$ cat src/rtl/fifo_sync_param.sv
// ---------------------------------------------------------------------------
// fifo_sync_param
//
// Parametrised single-clock FIFO with occupancy count, programmable
// almost-full / almost-empty flags and one-cycle overflow / underflow pulses.
// DEPTH can be any integer >= 2; pointers wrap by explicit compare.
//
// Build option:
//   FIFO_SYNC_FWFT_EN  defined     -> first-word-fall-through: data_out shows
//                                     the head entry whenever the FIFO is not
//                                     empty (reads as 0 while empty).
//                      not defined -> data_out is registered and updates one
//                                     cycle after an accepted read.
//
// Ports:
//   clk           in   rising-edge clock
//   rst_n         in   asynchronous active-low reset
//   wr_en         in   write request
//   data_in       in   write data (DATA_WIDTH)
//   rd_en         in   read request
//   data_out      out  read data (DATA_WIDTH)
//   full          out  count == DEPTH
//   empty         out  count == 0
//   almost_full   out  count >= AF_LEVEL
//   almost_empty  out  count <= AE_LEVEL
//   count         out  occupancy 0..DEPTH (CW bits)
//   overflow      out  pulse: a write was rejected on the previous edge
//   underflow     out  pulse: a read was rejected on the previous edge
// ---------------------------------------------------------------------------
module fifo_sync_param #(
    parameter int  DATA_WIDTH = 8,
    parameter int  DEPTH      = 8,
    parameter int  AF_LEVEL   = 6,
    parameter int  AE_LEVEL   = 1,
    localparam int CW         = $clog2(DEPTH + 1)
) (
    input  logic                  clk,
    input  logic                  rst_n,
    input  logic                  wr_en,
    input  logic [DATA_WIDTH-1:0] data_in,
    input  logic                  rd_en,
    output logic [DATA_WIDTH-1:0] data_out,
    output logic                  full,
    output logic                  empty,
    output logic                  almost_full,
    output logic                  almost_empty,
    output logic [CW-1:0]         count,
    output logic                  overflow,
    output logic                  underflow
);

    localparam int AW = $clog2(DEPTH);

    logic [DATA_WIDTH-1:0] mem_q [DEPTH];
    logic [AW-1:0]         wr_ptr_q, wr_ptr_d;
    logic [AW-1:0]         rd_ptr_q, rd_ptr_d;
    logic [CW-1:0]         count_q, count_d;
    logic                  ovf_q, unf_q;
    logic                  wr_acc, rd_acc;

    // Handshake: a request is a single-cycle level sampled at the rising edge.
    // wr_en is accepted iff !full and rd_en iff !empty, both judged from the
    // flags as registered before that edge; a rejected request has no effect
    // on storage, pointers or count and only raises overflow/underflow for
    // the following cycle.
    assign wr_acc = wr_en && !full;
    assign rd_acc = rd_en && !empty;

    // Flags are pure decodes of the count register.
    assign full         = (count_q == CW'(DEPTH));
    assign empty        = (count_q == '0);
    assign almost_full  = (count_q >= CW'(AF_LEVEL));
    assign almost_empty = (count_q <= CW'(AE_LEVEL));
    assign count        = count_q;
    assign overflow     = ovf_q;
    assign underflow    = unf_q;

    always_comb begin
        wr_ptr_d = wr_ptr_q;
        rd_ptr_d = rd_ptr_q;
        count_d  = count_q;
        // Explicit wrap so non-power-of-two depths work.
        if (wr_acc) begin
            wr_ptr_d = (wr_ptr_q == AW'(DEPTH - 1)) ? '0 : wr_ptr_q + AW'(1);
        end
        if (rd_acc) begin
            rd_ptr_d = (rd_ptr_q == AW'(DEPTH - 1)) ? '0 : rd_ptr_q + AW'(1);
        end
        case ({wr_acc, rd_acc})
            2'b10:   count_d = count_q + CW'(1);
            2'b01:   count_d = count_q - CW'(1);
            default: count_d = count_q;
        endcase
    end

    always_ff @(posedge clk or negedge rst_n) begin
        if (!rst_n) begin
            wr_ptr_q <= '0;
            rd_ptr_q <= '0;
            count_q  <= '0;
            ovf_q    <= 1'b0;
            unf_q    <= 1'b0;
        end else begin
            wr_ptr_q <= wr_ptr_d;
            rd_ptr_q <= rd_ptr_d;
            count_q  <= count_d;
            ovf_q    <= wr_en && !wr_acc;
            unf_q    <= rd_en && !rd_acc;
        end
    end

    // Storage is deliberately not reset.
    always_ff @(posedge clk) begin
        if (wr_acc) begin
            mem_q[wr_ptr_q] <= data_in;
        end
    end

`ifdef FIFO_SYNC_FWFT_EN
    // Head entry falls through; forced to 0 while empty so reset reads 0.
    assign data_out = empty ? '0 : mem_q[rd_ptr_q];
`else
    logic [DATA_WIDTH-1:0] dout_q;

    always_ff @(posedge clk or negedge rst_n) begin
        if (!rst_n) begin
            dout_q <= '0;
        end else if (rd_acc) begin
            dout_q <= mem_q[rd_ptr_q];
        end
    end

    assign data_out = dout_q;
`endif

endmodule

$ cat config.mk
export PLATFORM = sky130hd
export DESIGN_NAME = fifo_sync_param
export DESIGN_NICKNAME = d
export VERILOG_FILES = /design/src/rtl/fifo_sync_param.sv
export SDC_FILE = /design/constraint.sdc
export NUM_CORES = 1
export LEC_CHECK = 0
export CAP_MARGIN = 20
export CORE_MARGIN = 2
export CORE_UTILIZATION = 50
export DETAILED_ROUTE_END_ITERATION = 10
export PLACE_DENSITY_LB_ADDON = 0.1
export REMOVE_ABC_BUFFERS = 1
export SLEW_MARGIN = 25
export SYNTH_ARGS = -nofsm -noshare
export SYNTH_HDL_FRONTEND = slang
export SYNTH_SLANG_ARGS = --single-unit
$ cat constraint.sdc
create_clock -name clk -period 2.92 [get_ports clk]
set_input_delay 0.438 -clock clk [delete_from_list [all_inputs] [get_ports clk]]
set_output_delay 0.438 -clock clk [all_outputs]
set_load 0.02 [all_outputs]
==> key figures <==
Place
  – RD Place Congestion: 0.733
  – Placed insts: 331
  – Placed inst area: 3910 sq um
  – PortBufs: 29
  – HPWL Detailed: 4060 um

Floorplan
  – Core ar.: 6760 sq um
  – DIE AREA: 7610 sq um
  – Die Ht: 87.3 um
  – # rows: 30
  – Die Wd: 87.3 um
  – Initial Util: 51.3%
  – IO Count: 30

Outcome
  – Outcome: finished clean

Yosys
  – Cells after Synth: 217
  – Seq cells post-synth: 84
  – Post-synth ARST share: 23.8%
  – Seq/Total Area, Yosys: 69.9%
  – Top-area cell type share of the netlist area: 55.5%
  – Most used standard cell by instance count after synthesis: edfxtp_1
  – Syn Area/Cell: 16.0 sq um
  – Distinct cell type count after synthesis: 30
  – Commonest cells in the netlist: edfxtp_1 (64), mux2_2 (21), dfrtp_1 (20), mux2i_1 (17), o21ai_0 (12)
  – Post-synth EDFFs: 64
  – Ys flop type: edfxtp_1
  – Leading area contributor after synthesis: edfxtp_1
  – Cell Area, Synth: 3470 sq um
  – Ranking of synthesized cells by area: edfxtp_1 (55%), dfrtp_1 (14%), mux2_2 (6.8%)
  – Yosys warns: 0

Route
  – Detail Route Antenna Nets: 0
  – DRC Markers: 0
  – DRT Pass-1 Iters: 4
  – Vias per inst: 5.54
  – DR WL/cell: 18.8 um
  – Total number of vias: 1922
  – Initial DRC Count: 157
  – Total routed wirelength: 6520 um

Cells and area
  – Final instance area: 4100 sq um
  – Final std cells w/o fill: 347
  – Layout cell share with drive strength beyond 1: 19.1%
  – # diodes: 0
  – Post-layout net count: 283
  – Area Growth Syn to Fin: 18.3%

Power and ir drop
  – Internal power: 2.67 mW
  – Power Dens Cells: 984 nW/um^2
  – Clock share of power: 19.6%
  – Sw Pwr: 1.37 mW
  – Overall power: 4.03 mW
  – Worst ir drop on vdd: 450 uV
  – Combinational Power Share: 37.5%
  – Sw frac: 33.8%
  – Flop pwr share: 42.9%
  – Leakage: 1.52 nW

CTS
  – Total CTS buffers: 9
  – H-tree Lvls: 3
  – Hold-fix buffers, CTS: 0
  – Cts repair resizes: 0
  – TritonCTS clock tree: done
  – Worst-Skew Late Latency: 0.34 ns
  – Root Buffer: clkbuf_8
  – Worst-path clk slew: 0.08 ns
  – Setup Buffers After CTS: 0
  – CTS sink count: 84
  – CTS Buffer Depth: 2

Global routing
  – Initial antenna violation count: 0
  – Vias in the first global route: 1913
  – Total grt overflow: 0
  – Largest net degree at the start of global routing: 36
  – First-pass GRT wire length: 10200 um
  – Total GRT Usage: 19.2%

Timing
  – Final slew viol count: 0
  – Max_slew headroom: 43.1%
  – Final setup viols: 0
  – Crit path time final: 2.56 ns
  – Slew @ Worst Pin: 0.851 ns
  – Unrepaired setup endpoints after global routing: no
  – Final hold vios: 0
  – Final critical-path share of the clock period: 87.7%
  – F_max: 391 MHz
  – Worst Skew: 0.00571 ns

Critical path
  – Peak fanout along the critical path: 7
  – R2R Setup Slk: 0.57 ns
  – Startpoint types: flop
  – Critical path data required time: 2.48 ns
  – CP Capture Type: primary output
  – WS Path Type: flop to primary output
  – Arrival time worst endpoint: 2.12 ns

Job
  – Max cap viols: 0

Hold path
  – HP Class: input port to async pin
==> power groups by stage <==
stage | Combinational, mW | Clock [mW] | Sequential (mW)
finish | 1.51 | 0.790 | 1.73
detailed placement | 1.53 | 0 | 1.76
global placement | 1.51 | 0 | 1.75
global route | 1.66 | 0.855 | 1.77
CTS | 1.53 | 0.812 | 1.73
floorplan | 0.783 | 0 | 1.91
==> layer usage <==
layer,up-vias,wire (um),share of wire [%],global-route usage (%)
li1,922,-,-,-
met2,62,3350,51,32.3
met4,0,51,0.78,6.29
met1,934,2690,41,24.1
met3,4,416,6.4,5.02
met5,-,0,0,0
==> per-stage QoR <==
step / TNS (ns) / setup slack [ns] / util, % / hold slack, ns
CTS: 0 / 0.323 / 60.7 / 0.436
finish: 0 / 0.360 / 60.7 / 0.436
global route: 0 / 0.215 / 60.7 / 0.445
global placement: 0 / 0.631 / 57.9 / 0.497
detailed placement: 0 / 0.573 / 57.9 / 0.498
floorplan: -0.0820 / -0.0820 / - / 0.142
==> cell usage in the layout, fill, tap and decap left out, drive strengths merged, types with 2 or more instances in the layout <==
cell,Yosys,routed
a22o,8,8
clkinvlp,0,2
nor2,8,8
clkbuf,2,10
xnor2,2,2
mux2i,17,17
and2,2,2
clkinv,0,2
o21ai,12,12
inv,5,6
dfrtp,20,20
nor3,5,5
nand2,4,4
o31ai,8,8
nand2b,6,6
ha,9,9
buf,6,13
o22ai,8,8
edfxtp,64,64
clkdlybuf4s50,0,29
mux2,21,21
xor2,2,2
==> critical path, cell delays in order (launching register included) <==
cell	delay [ns]
dfrtp_1	0.46
inv_1	0.11
ha_1	0.22
nor3b_1	0.32
clkdlybuf4s50_1	0.67
==> path summary, 6_finish.rpt <==
| path | startpoint | endpoint | cells past startpoint |
|---|---|---|---|
| min reg2reg | data_out[3] | data_out[3] | 2 |
| max reg2reg | count[0] | count[3] | 8 |
| max in group asynchronous | rst_n | data_out[6] | 2 |
| max | count[0] | empty | 4 |
| min in group clk | data_out[3] | data_out[3] | 2 |
| min | rst_n | count[3] | 2 |
==> cell type report <==
cell class / instances / area [sq um]
clock buffer: 10 / 128
clock inverter: 6 / 63.8
fill: 528 / 2660
inverter: 5 / 18.8
multi-input combinational: 120 / 981
sequential: 84 / 2420
tap: 80 / 100
timing repair buffer: 42 / 388
==> flip-flops by register name (all words and copies together), names as in the netlist <==
name / cells
wr_ptr_q: 3
rd_ptr_q: 3
count: 4
underflow: 1
data_out: 8
mem_q: 64
overflow: 1
==> logic make-up (layout without fill, tap and decap cells) <==
group	after synthesis	after routing	share of synthesized area (%)
buffers and inverters	13	63	1.99
muxes	38	38	11.7
adders and majority gates	9	9	3.25
xor gates and xnor gates	4	4	1.01
and+or+nand+nor	32	32	4.95
DFF	84	84	69.9
AOI/OAI and AO/OA	37	37	7.18
(Power assumes the default switching activity.)
